**config.mk**
```make
export PLATFORM = sky130hd
export DESIGN_NAME = pll_rst_seq_flat
export DESIGN_NICKNAME = d
export VERILOG_FILES = /design/src/rtl/pll_rst_seq_pkg.sv /design/src/rtl/pll_rst_seq_if.sv /design/src/rtl/pll_rst_seq_sync_2ff.sv /design/src/rtl/pll_rst_seq.sv /design/src/flat_wrapper.sv
export SDC_FILE = /design/constraint.sdc
export NUM_CORES = 1
export LEC_CHECK = 0
export BUFFER_PORTS_ARGS = -buffer_cell sky130_fd_sc_hd__buf_2
export CORE_MARGIN = 4
export CORE_UTILIZATION = 48
export CTS_CLUSTER_SIZE = 30
export DETAILED_ROUTE_END_ITERATION = 10
export HOLD_SLACK_MARGIN = 0.02
export PLACE_DENSITY = 0.82
export SYNTH_ARGS = -nofsm -noshare
export SYNTH_HDL_FRONTEND = slang
export SYNTH_SLANG_ARGS = --single-unit
```
**constraint.sdc**
```tcl
create_clock -name clk -period 1.3 [get_ports clk]
set_input_delay 0 -clock clk [delete_from_list [all_inputs] [get_ports clk]]
set_output_delay 0 -clock clk [all_outputs]
set_load 0.1 [all_outputs]
```
**src/rtl/pll_rst_seq_pkg.sv**
```systemverilog
// Shared state codes and constants for the PLL reset sequencer.
package pll_rst_seq_pkg;

  typedef enum logic [1:0] {
    ST_WAIT_LOCK = 2'b00,
    ST_HOLD      = 2'b01,
    ST_RUN       = 2'b10
  } rst_state_e;

  localparam logic [7:0] LOCK_CNT_MAX = 8'hFF;

endpackage

```
**src/rtl/pll_rst_seq_if.sv**
```systemverilog
// Board-side signals of the reset sequencer: PLL lock and button in, core reset and debug out.
interface pll_rst_seq_if;
  logic       pll_locked;
  logic       btn_rst_n;
  logic       cpu_rst_n;
  logic [1:0] rst_state;
  logic [7:0] lock_loss_cnt;

  modport master (
    output pll_locked, btn_rst_n,
    input  cpu_rst_n, rst_state, lock_loss_cnt
  );

  modport slave (
    input  pll_locked, btn_rst_n,
    output cpu_rst_n, rst_state, lock_loss_cnt
  );
endinterface

```
**src/rtl/pll_rst_seq_sync_2ff.sv**
```systemverilog
// 1-bit two-flop synchronizer; both flops reset to 0.
module sync_2ff (
  input  logic clk,
  input  logic rst_n,
  input  logic d,
  output logic q
);
  logic meta;

  always_ff @(posedge clk or negedge rst_n) begin
    if (!rst_n) begin
      meta <= 1'b0;
      q    <= 1'b0;
    end else begin
      meta <= d;
      q    <= meta;
    end
  end
endmodule

```
**src/rtl/pll_rst_seq.sv**
```systemverilog
// Reset sequencer: releases cpu_rst_n after PLL lock and button release are stable for HOLD_CYCLES.
// Optional button debounce is enabled by defining RST_DEBOUNCE_EN.
module pll_rst_seq
  import pll_rst_seq_pkg::*;
#(
  parameter int unsigned HOLD_CYCLES     = 16,
  parameter int unsigned CNT_W           = 8,
  parameter int unsigned DEBOUNCE_CYCLES = 1024
) (
  input logic          clk,
  input logic          rst_n,
  pll_rst_seq_if.slave bus
);

  localparam logic [CNT_W-1:0] HOLD_LAST = CNT_W'(HOLD_CYCLES - 1);

  if (HOLD_CYCLES < 1 || HOLD_CYCLES > (2**CNT_W) - 1 || DEBOUNCE_CYCLES < 1) begin : g_param_chk
    $error("pll_rst_seq: illegal parameter value");
  end

  logic lock_s;
  logic btn_s;
  logic btn_ok;

  sync_2ff u_sync_lock (.clk(clk), .rst_n(rst_n), .d(bus.pll_locked), .q(lock_s));
  sync_2ff u_sync_btn  (.clk(clk), .rst_n(rst_n), .d(bus.btn_rst_n),  .q(btn_s));

`ifdef RST_DEBOUNCE_EN
  localparam int unsigned DB_W = $clog2(DEBOUNCE_CYCLES + 1);

  logic [DB_W-1:0] db_cnt;

  // btn_ok flips on the edge after btn_s has disagreed with it for DEBOUNCE_CYCLES edges
  always_ff @(posedge clk or negedge rst_n) begin
    if (!rst_n) begin
      btn_ok <= 1'b0;
      db_cnt <= '0;
    end else if (btn_s == btn_ok) begin
      db_cnt <= '0;
    end else if (db_cnt == DB_W'(DEBOUNCE_CYCLES)) begin
      btn_ok <= btn_s;
      db_cnt <= '0;
    end else begin
      db_cnt <= db_cnt + 1'b1;
    end
  end
`else
  assign btn_ok = btn_s;
`endif

  rst_state_e       state, state_nxt;
  logic [CNT_W-1:0] cnt, cnt_nxt;
  logic [7:0]       loss, loss_nxt;
  logic             cpu_rst_q;

  always_ff @(posedge clk or negedge rst_n) begin
    if (!rst_n) begin
      state     <= ST_WAIT_LOCK;
      cnt       <= '0;
      loss      <= '0;
      cpu_rst_q <= 1'b0;
    end else begin
      state     <= state_nxt;
      cnt       <= cnt_nxt;
      loss      <= loss_nxt;
      cpu_rst_q <= (state_nxt == ST_RUN);
    end
  end

  always_comb begin
    state_nxt = ST_WAIT_LOCK;
    cnt_nxt   = '0;
    loss_nxt  = loss;
    case (state)
      ST_WAIT_LOCK: begin
        if (lock_s && btn_ok) state_nxt = ST_HOLD;
      end
      ST_HOLD: begin
        // abort outranks completion, so a glitch on the last hold cycle still restarts
        if (lock_s && btn_ok) begin
          if (cnt == HOLD_LAST) begin
            state_nxt = ST_RUN;
          end else begin
            state_nxt = ST_HOLD;
            cnt_nxt   = cnt + 1'b1;
          end
        end
      end
      ST_RUN: begin
        if (!lock_s) begin
          if (loss != LOCK_CNT_MAX) loss_nxt = loss + 8'd1;
        end else if (btn_ok) begin
          state_nxt = ST_RUN;
        end
      end
      default: state_nxt = ST_WAIT_LOCK;
    endcase
  end

  assign bus.cpu_rst_n     = cpu_rst_q;
  assign bus.rst_state     = state;
  assign bus.lock_loss_cnt = loss;

endmodule

```
**src/flat_wrapper.sv**
```systemverilog
// flat-port wrapper written by rule: the top's interface ports become plain ports
module pll_rst_seq_flat import pll_rst_seq_pkg::*;
#(
  parameter int unsigned HOLD_CYCLES     = 16,
  parameter int unsigned CNT_W           = 8,
  parameter int unsigned DEBOUNCE_CYCLES = 1024
)
  (clk, rst_n, bus_pll_locked, bus_btn_rst_n, bus_cpu_rst_n, bus_rst_state, bus_lock_loss_cnt);
  pll_rst_seq_if bus_i ();
  input logic clk;
  input logic rst_n;
  input wire logic [$bits(bus_i.pll_locked)-1:0] bus_pll_locked;
  input wire logic [$bits(bus_i.btn_rst_n)-1:0] bus_btn_rst_n;
  output wire logic [$bits(bus_i.cpu_rst_n)-1:0] bus_cpu_rst_n;
  output wire logic [$bits(bus_i.rst_state)-1:0] bus_rst_state;
  output wire logic [$bits(bus_i.lock_loss_cnt)-1:0] bus_lock_loss_cnt;
  assign bus_i.pll_locked = bus_pll_locked;
  assign bus_i.btn_rst_n = bus_btn_rst_n;
  assign bus_cpu_rst_n = bus_i.cpu_rst_n;
  assign bus_rst_state = bus_i.rst_state;
  assign bus_lock_loss_cnt = bus_i.lock_loss_cnt;
  pll_rst_seq #(.HOLD_CYCLES(HOLD_CYCLES), .CNT_W(CNT_W), .DEBOUNCE_CYCLES(DEBOUNCE_CYCLES)) u_core (.clk(clk), .rst_n(rst_n), .bus(bus_i));
endmodule
```
==> metrics.md, run 1 <==
| Metric | Value |
|---|---|
| Most common cell after layout, fill and taps aside | buf_4 |
| Endpoints failing hold | 0 |
| Clock root buffer master | clkbuf_4 |
| FF/Latch Area | 614 sq um |
| Vias | 841 |
| Peak VDD IR | 0.548 mV |
| Final setup margin | -90.1 ps |
| Yosys reg bits | 23 |
| Register area share after synthesis | 0.583 |
| WP data arrival | between 1500 and 2000 ps |
| Clock Sinks | 23 |
| Worst Path Required | around 1500 ps |
| Minimum clock period | between 1000 and 1500 ps |
| IO buf count | 14 |
| Post-DP HPWL | 1430 um |
| Crit path max fanout | 6 |
| Setup_tns | -311 ps |
| Final non-filler cell total | 161 |
| Worst setup SP type | flop |
| Pin count of the biggest net entering global routing | 24 |
| DRC | 0 |
| Worst setup EP type | flop |
| Routed wire per std cell | around 16 um |
| Max_cap viols | 0 |
| Worst slew margin | 0.664 |
| Crit path kind | reg2reg |
| Worst R2R End | u_core.bus.lock_loss_cnt[1] |
| Nets@finish | 141 |
| P_leak | a little under 0.0007 uW |
| DRC marker count from the first detailed-route iteration | 13 |
| Placed Instances | 143 |
| Die Width | 53.4 um |
| Period utilisation layout | 1.07 |
| Synth warn | 0 |
| GPL Wtd Cong | about 0.74 |
| Clock skew | about 1.2 ps |
| CTS tree | built |
| Flop2flop setup slack | -90 ps |
| Multi-input logic area | between 400 and 500 sq um |
| Cells on worst reg2reg path | 4 |
| Ports | 15 |
| Crit path largest cell delay | 460 ps |
| Netlist cell types | 25 |
| Insertion delay to the later sink of the worst-skew pair | 320 ps |
| CP max-delay cell | dfrtp_4 |
| Cells along the critical path | ha_4 -> nand2_2 -> o31a_4 -> mux2_4 |
| Final wirelength | 2590 um |
| Fillers | about 120 |
| Antenna Cells | 0 |
| First-pass GRT wire length | 3740 um |
| Placed Area | 1270 sq um |
| Initial antenna violation count | 0 |
| Fmax achieved | between 700 and 800 MHz |
| Grt ovf | 0 |
| H-tree depth | 1 |
| Final setup vio count | 8 |
| Die Area | 2850 sq um |
| P&R area growth vs syn | 52.9% |
| Top FF cell, synth | dfrtp_1 |
| Worst-path clk slew | between 100 and 150 ps |
| Vias in the first global route | 832 |
| Most frequent cells in the layout | buf_4 (26), dfrtp_1 (12), dfrtp_4 (10), clkbuf_4 (9), nor2_1 (8) |
| Die height | roughly 53 um |
| Mapped Nets | between 90 and 100 |
| Pre-antenna DRT Iters | 4 |
| Total core area | 1960 sq um |
| Avg Inst Size Synth | 11.5 sq um |
| Design area | 1510 sq um |
| Pwr per Cell Area | 757 nW/um^2 |
| Post-Synthesis Cell Area | between 900 and 1000 sq um |
| Worst r2r src | u_core.bus.lock_loss_cnt[1] |
| DP Worst Slack | -112 ps |
| Via density | 5.22 |
| Share of flip-flops with an asynchronous set or reset | 1.00 |
| Status | finished with violations |
| Slew at the pin with the worst max-slew slack | between 500 and 600 ps |
| EDFF count, synth | 0 |
| Post-route ant nets | 0 |
| Failing checks | negative setup slack |
| Starting density of the core | 0.503 |
| Clock buffer depth | 2 |
| RSZ-0062 raised after global routing | yes |
| Cell Rows | 16 |
| Final Core Density | 0.769 |
| Hold Crit Class | in2async |
| Num CTS Buffers | 3 |
| Post-Syn Instances | 86 |
| Layout cells sized above 1 | 0.560 |
| GRT Util Overall | 0.181 |
| Max Slew Vio Count | 0 |
## critical path, delay by kind of cell, from the launching register on
kind,cells,cell delay [ps]
AO/OA/AOI/OAI,1,310
adder cells (fa/ha/maj),1,150
flip-flops,1,460
multiplexers,1,300
AND/OR/NAND/NOR,1,60
## registers in the layout (all words and copies together), names as in the netlist
name and count:
u_core.cnt 8, u_core.u_sync_lock.meta 1, u_core.u_sync_btn.q 1, u_core.u_sync_btn.meta 1, u_core.bus.lock_loss_cnt 8, u_core.bus.cpu_rst_n 1, u_core.u_sync_lock.q 1, u_core.bus.rst_state 2
## worst max path at each step
| stage | from | endpoint | cells after the start |
|---|---|---|---|
| after floorplan | u_core.bus.lock_loss_cnt[0] | u_core.bus.lock_loss_cnt[1] | 4 |
| after global placement | u_core.bus.rst_state[0] | u_core.bus.lock_loss_cnt[1] | 3 |
| after detailed placement | u_core.cnt[0] | u_core.bus.cpu_rst_n | 5 |
| after CTS | u_core.bus.rst_state[0] | u_core.bus.lock_loss_cnt[1] | 3 |
| after global routing | u_core.bus.rst_state[0] | u_core.bus.lock_loss_cnt[1] | 3 |
| final | u_core.bus.lock_loss_cnt[1] | u_core.bus.lock_loss_cnt[1] | 4 |
## what timing repair did
action                     4_1_cts  5_1_grt
hold endpoints to repair        25        0
resized for setup                9       20
pin swaps                        6        7
setup buffers                    5        6
hold buffers                     3        0
setup endpoints to repair       15       22
## stage by stage
step | hold slack [ps] | power [uW]
global route | 213 | 1170
CTS | 189 | 1120
finish | 160 | 1140
global placement | -8.65 | 790
floorplan | -296 | 765
detailed placement | -3.95 | 792
## Yosys cell counts, drive strengths merged, types with 2 or more instances
master	count	area [sq um]
dfrtp	23	576
nand4	4	25.0
xnor2	6	52.6
nor2	9	33.8
nor2b	2	12.5
xor2	2	17.5
mux2	2	26.3
a21oi	6	30.0
ha	2	25.0
o21ai	2	10.0
nand2	7	28.8
nor3	4	20.0
nand3	5	25.0
inv	3	11.3
## layout make-up
cell class	instances	share of cell area
Sequential cell	23	0.407
Tap cell	27	0.0224
Timing Repair Buffer	44	0.221
Multi-Input combinational cell	60	0.324
Clock buffer	4	0.0174
Inverter	3	0.00746
## cell families (layout without fill, tap and decap cells)
family / count (synthesis) / after routing / synth area share
compound gates: 11 / 11 / 0.0748
fa+ha+maj: 2 / 2 / 0.0253
simple gates: 37 / 37 / 0.208
xor+xnor: 8 / 8 / 0.0710
flops: 23 / 23 / 0.583
buf+inv: 3 / 51 / 0.0114
mux: 2 / 2 / 0.0266
## where the power goes
group          internal, uW  switching (uW)  total, uW
combinational          21.6            40.5       62.1
sequential              725            6.74        731
clock                   120             229        349
total                   866             276       1140
## routing by layer
layer / GRT usage / vias to the layer above / routed length, um / part of all wire
li1: - / 393 / - / -
met1: 0.233 / 417 / 1130 / 0.44
met2: 0.316 / 24 / 1310 / 0.51
met3: 0.0254 / 7 / 92 / 0.036
met4: 0.0426 / 0 / 53 / 0.020
met5: 0 / - / 0 / 0
Note: power is estimated with default switching activity, not from simulation.
==> run 2, diff against run 1 <==
--- a/config.mk
+++ b/config.mk
@@ -6,4 +6,5 @@
 export NUM_CORES = 1
 export LEC_CHECK = 0
+export ABC_AREA = 0
 export BUFFER_PORTS_ARGS = -buffer_cell sky130_fd_sc_hd__buf_2
 export CORE_MARGIN = 4
==> constraint.sdc (replaced) <==
create_clock -name clk -period 1.3 [get_ports clk]
set_input_delay 0.195 -clock clk [delete_from_list [all_inputs] [get_ports clk]]
set_output_delay 0.195 -clock clk [all_outputs]
set_load 0.1 [all_outputs]
==> metrics.md, run 2 (synthesized netlist as in run 1, its figures left out) <==
| Metric | Value |
|---|---|
| Die Area | 2850 sq um |
| Clock Sinks | 23 |
| Starting density of the core | 0.503 |
| Worst Hold Slack | 349 ps |
| Buf+Inv Stages, Crit Path | 0 |
| Cell Rows | 16 |
| GPL Wtd Cong | 0.757 |
| Int Pwr | a little under 900 uW |
| Pin count of the biggest net entering global routing | 24 |
| Worst setup SP type | flop |
| Placed Area | 1430 sq um |
| FF/Latch Area | 613 sq um |
| Flop2flop setup slack | -140 ps |
| Endpoints failing hold | 0 |
| P&R area growth vs syn | 73.6% |
| Seq pwr share | 0.632 |
| Multi-input logic area | 520 sq um |
| Die Width | 53.4 um |
| Total core area | 1960 sq um |
| Crit path largest cell delay | 510 ps |
| WP data arrival | 1670 ps |
| Final setup margin | -143 ps |
| Insertion delay to the later sink of the worst-skew pair | 320 ps |
| Grt met1 use | 0.228 |
| DP Worst Slack | -72.5 ps |
| Failing checks | negative setup slack |
| Peak VDD IR | 0.812 mV |
| Gr busiest metal | met2 |
| Most common cell after layout, fill and taps aside | buf_4 |
| Switching share of power | 0.253 |
| Worst r2r src | u_core.bus.rst_state[0] |
| Nets@finish | between 100 and 150 |
| Vias | 928 |
| Layout cells sized above 1 | 0.588 |
| DRC marker count from the first detailed-route iteration | 23 |
| Worst-path clk slew | 150 ps |
| Final setup vio count | 23 |
| Crit path kind | reg2reg |
| Via density | about 5.7 |
| Worst R2R End | u_core.bus.lock_loss_cnt[4] |
| Cells on worst reg2reg path | 4 |
| Period utilisation layout | 1.11 |
| DRC | 0 |
| Grt ovf | 0 |
| Ports | 15 |
| IO buf count | 14 |
| Routed wire per std cell | 20.5 um |
| Worst setup EP type | flop |
| Clock share of power | 0.310 |
| Max_cap viols | 0 |
| Clock skew | 7.73 ps |
| Vias in the first global route | 910 |
| Final wirelength | 3350 um |
| CTS tree | built |
| Fillers | 84 |
| Pre-antenna DRT Iters | 4 |
| Crit path max fanout | 6 |
| Global Route met2 Usage | 0.365 |
| Hold Crit Class | in2async |
| Met3 Use GR | 0.0366 |
| Pwr per Cell Area | 675 nW/um^2 |
| Max Slew Vio Count | 0 |
| Antenna Cells | 0 |
| Post-DP HPWL | 1460 um |
| Post-route ant nets | 0 |
| Num CTS Buffers | 3 |
| Clock root buffer master | clkbuf_4 |
| Setup_tns | -1310 ps |
| First-pass GRT wire length | 4080 um |
| Most frequent cells in the layout | buf_4 (19), dfrtp_1 (13), buf_12 (10), buf_6 (10), dfrtp_4 (10) |
| Status | finished with violations |
| Worst slew margin | 0.663 |
| Clock buffer depth | 2 |
| Logic pwr share | 0.058 |
| CP max-delay cell | dfrtp_4 |
| Slew at the pin with the worst max-slew slack | 506 ps |
| Cell family with most CP delay | flip-flops |
| Initial antenna violation count | 0 |
| Psw | 292 uW |
| P_leak | just over 0.0007 uW |
| Fmax achieved | 693 MHz |
| Worst Path Required | 1530 ps |
| RSZ-0062 raised after global routing | yes |
| H-tree depth | 1 |
| CP startpoint | u_core.bus.rst_state[0] |
| Die height | 53.4 um |
| Minimum clock period | 1440 ps |
| Design area | ~1700 sq um |
| Cells along the critical path | nor3b_4 -> o31a_4 -> nand4_1 -> xnor2_1 |
| GRT Util Overall | 0.206 |
## run 2: cell types whose count changed in the layout (fill, tap and decap cells not counted), moves of 3 or more
| cell | previous run | this run |
|---|---|---|
| buf_12 | 0 | 10 |
| buf_2 | 6 | 3 |
| buf_4 | 26 | 19 |
| buf_6 | 3 | 10 |
| clkbuf_4 | 9 | 4 |
## run 2: how the worst max path moves through the flow
stage,endpoint,slack [ps],cells after the start
after floorplan,u_core.bus.lock_loss_cnt[1],-300,4
after global placement,u_core.bus.lock_loss_cnt[1],-30,3
after detailed placement,u_core.bus.cpu_rst_n,-70,5
after CTS,u_core.bus.lock_loss_cnt[1],-70,3
after global routing,u_core.bus.lock_loss_cnt[3],-170,4
final,u_core.bus.lock_loss_cnt[4],-140,4
## run 2: worst reg2reg max path, delay by kind of cell (launching register included)
family | cells | cell delay [ps]
flops | 1 | 510
simple gates | 2 | 370
compound gates | 1 | 230
xor+xnor | 1 | 230
## run 2: cell type report
class,instances,share of cell area
multi-input combinational,60,0.304
clock inverter,1,0.00292
sequential,23,0.358
timing repair buffer,46,0.296
tap,27,0.0197
clock buffer,3,0.0131
inverter,3,0.00657
## run 2: stage by stage
step | std cells | total power [uW] | utilization
3_5_place_dp | 145 | 798 | 0.731
5_1_grt | 163 | 1190 | 0.874
6_report | 163 | 1160 | 0.874
3_3_place_gp | 145 | 796 | 0.731
2_1_floorplan | 86 | 765 | -
4_1_cts | 158 | 1120 | 0.811
## run 2: per-layer routing
layer	wire length, um	up-vias
met5	0	-
met4	155	0
met3	183	19
met2	1640	48
met1	1370	461
li1	-	400
## run 2: power groups by stage
| stage | Sequential (uW) | Combinational (uW) | Clock, uW |
|---|---|---|---|
| 3_3_place_gp | 745 | 51.3 | 0 |
| 3_5_place_dp | 745 | 52.7 | 0 |
| 6_report | 732 | 66.6 | 359 |
| 5_1_grt | 733 | 71.7 | 389 |
| 4_1_cts | 730 | 62.7 | 331 |
| 2_1_floorplan | 758 | 6.83 | 0 |
## run 2: repair_timing
action                                  CTS  global route
setup buffers                             6             6
endpoints found under the setup margin   21            29
pin swaps                                 3             6
gates resized for setup                  15            16
endpoints found under the hold margin    25             0
hold buffers                              3             0
==> run 3, diff against run 2 <==
==> constraint.sdc (replaced) <==
create_clock -name clk -period 1.3 [get_ports clk]
set_input_delay 0.195 -clock clk [delete_from_list [all_inputs] [get_ports clk]]
set_output_delay 0.195 -clock clk [all_outputs]
set_load 0.01 [all_outputs]
==> metrics.md, run 3 (synthesized netlist as in run 1, its figures left out) <==
| Metric | Value |
|---|---|
| Vias | 821 |
| Num CTS Buffers | 3 |
| Layout cells sized above 1 | 0.489 |
| Worst Path Required | roughly 1500 ps |
| Seq pwr share | 0.651 |
| IO buf count | 14 |
| Logic pwr share | 0.043 |
| Status | finished with violations |
| Cells along the critical path | ha_4 -> nand2_2 -> o31a_4 -> mux2_4 |
| GPL Wtd Cong | 0.867 |
| Grt ovf | 0 |
| Clock root buffer master | clkbuf_4 |
| Post-DP HPWL | about 1500 um |
| Placed Instances | 145 |
| Worst slew margin | 0.666 |
| Die Area | approximately 2800 sq um |
| Max_cap viols | 0 |
| Final Core Density | 0.729 |
| WP data arrival | 1550 ps |
| Cell Rows | 16 |
| Via density | approximately 5.2 |
| Period utilisation layout | 1.02 |
| Final setup vio count | 3 |
| Ports | 15 |
| Routed wire per std cell | 14.4 um |
| Nets@finish | 138 |
| Insertion delay to the later sink of the worst-skew pair | 320 ps |
| Antenna Cells | 0 |
| Setup_tns | -38.8 ps |
| Pwr per Cell Area | 786 nW/um^2 |
| Post-route ant nets | 0 |
| Int Pwr | 863 uW |
| Worst setup EP type | flop |
| Fillers | between 100 and 150 |
| Endpoints failing hold | 0 |
| Failing checks | negative setup slack |
| Clock buffer depth | 2 |
| Total core area | 1960 sq um |
| Switching share of power | 0.232 |
| Die height | 53.4 um |
| DRC | 0 |
| Final wirelength | 2280 um |
| Final setup margin | -28.3 ps |
| Crit path max fanout | 5 |
| Worst setup SP type | flop |
| Fmax achieved | 753 MHz |
| H-tree depth | 1 |
| Max Slew Vio Count | 0 |
| Starting density of the core | 0.503 |
| P&R area growth vs syn | 44.9% |
| CP max-delay cell | dfrtp_1 |
| Vias in the first global route | about 860 |
| Clock skew | 1.95 ps |
| Final non-filler cell total | 158 |
| Clock share of power | 0.306 |
| Multi-input logic area | 498 sq um |
| CTS tree | built |
| Die Width | approximately 53 um |
| Pre-antenna DRT Iters | 4 |
| Clock Sinks | 23 |
| Cells on worst reg2reg path | 4 |
| Initial antenna violation count | 0 |
| Minimum clock period | 1330 ps |
| RSZ-0062 raised after global routing | yes |
| DRC marker count from the first detailed-route iteration | 7 |
| Hold Crit Class | in2async |
| Most frequent cells in the layout | buf_4 (24), dfrtp_1 (22), buf_2 (14), nor2_1 (8), xnor2_1 (6) |
| Worst-path clk slew | approximately 130 ps |
| First-pass GRT wire length | 3840 um |
| P_leak | 0.000666 uW |
| Crit path largest cell delay | around 420 ps |
| Pin count of the biggest net entering global routing | 24 |
| Total power | roughly 1100 uW |
| Crit path kind | reg2reg |
| Psw | 261 uW |
| Placed Area | 1230 sq um |
| GRT Util Overall | 0.194 |
| Design area | approximately 1400 sq um |
| Peak VDD IR | 0.852 mV |
| FF/Latch Area | 577 sq um |
| Most common cell after layout, fill and taps aside | buf_4 |
| Slew at the pin with the worst max-slew slack | 501 ps |
run 3: layout make-up:
cell class	instances	area share
Clock buffer	3	0.0157
Clock inverter	1	0.00525
Inverter	3	0.00787
Multi-Input combinational cell	60	0.348
Sequential cell	23	0.403
Tap cell	27	0.0236
Timing Repair Buffer	41	0.196
run 3: final timing paths:
check	slack [ps]	start	end
max	-30	u_core.bus.lock_loss_cnt[1]	u_core.bus.lock_loss_cnt[1]
min	370	rst_n	u_core.cnt[2]
max reg2reg	-30	u_core.bus.lock_loss_cnt[1]	u_core.bus.lock_loss_cnt[1]
min reg2reg	370	u_core.u_sync_btn.meta	u_core.u_sync_btn.q
max in group asynchronous	570	rst_n	u_core.bus.lock_loss_cnt[0]
min in group clk	370	u_core.u_sync_btn.meta	u_core.u_sync_btn.q
run 3: critical path, delay by kind of cell, from the launching register on:
kind	cells	cell delay (ps)
flip-flops	1	420
AO/OA/AOI/OAI	1	310
multiplexers	1	300
adder cells (fa/ha/maj)	1	150
AND/OR/NAND/NOR	1	50
run 3: what timing repair did:
item                                    in CTS  in global routing
endpoints found under the hold margin       25                  0
hold buffers                                 3                  0
pin swaps                                    4                  7
resized for setup                           13                  6
buffers inserted                             4                  2
endpoints found under the setup margin      10                 14
run 3: metal layers:
metal | wire [um] | share of wire | up-vias | GRT usage
met5 | 0 | 0 | - | 0
met4 | 42 | 0.018 | 0 | 0.0766
li1 | - | - | 390 | -
met3 | 74 | 0.032 | 5 | 0.0451
met2 | 1320 | 0.58 | 16 | 0.359
met1 | 836 | 0.37 | 410 | 0.208
run 3: power groups by stage:
stage | Clock (uW) | Combinational [uW] | Sequential, uW
floorplan | 0 | 6.30 | 744
global placement | 0 | 34.8 | 743
detailed placement | 0 | 36.2 | 743
CTS | 360 | 46.8 | 730
global route | 392 | 55.2 | 732
finish | 344 | 48.7 | 731
run 3: per-stage QoR:
step | hold WS, ps | setup slack, ps
after floorplan | -101 | -131
after global placement | 186 | -11.6
after detailed placement | 194 | -69.4
after CTS | 368 | -27.8
after global routing | 375 | -64.2
final | 366 | -28.3
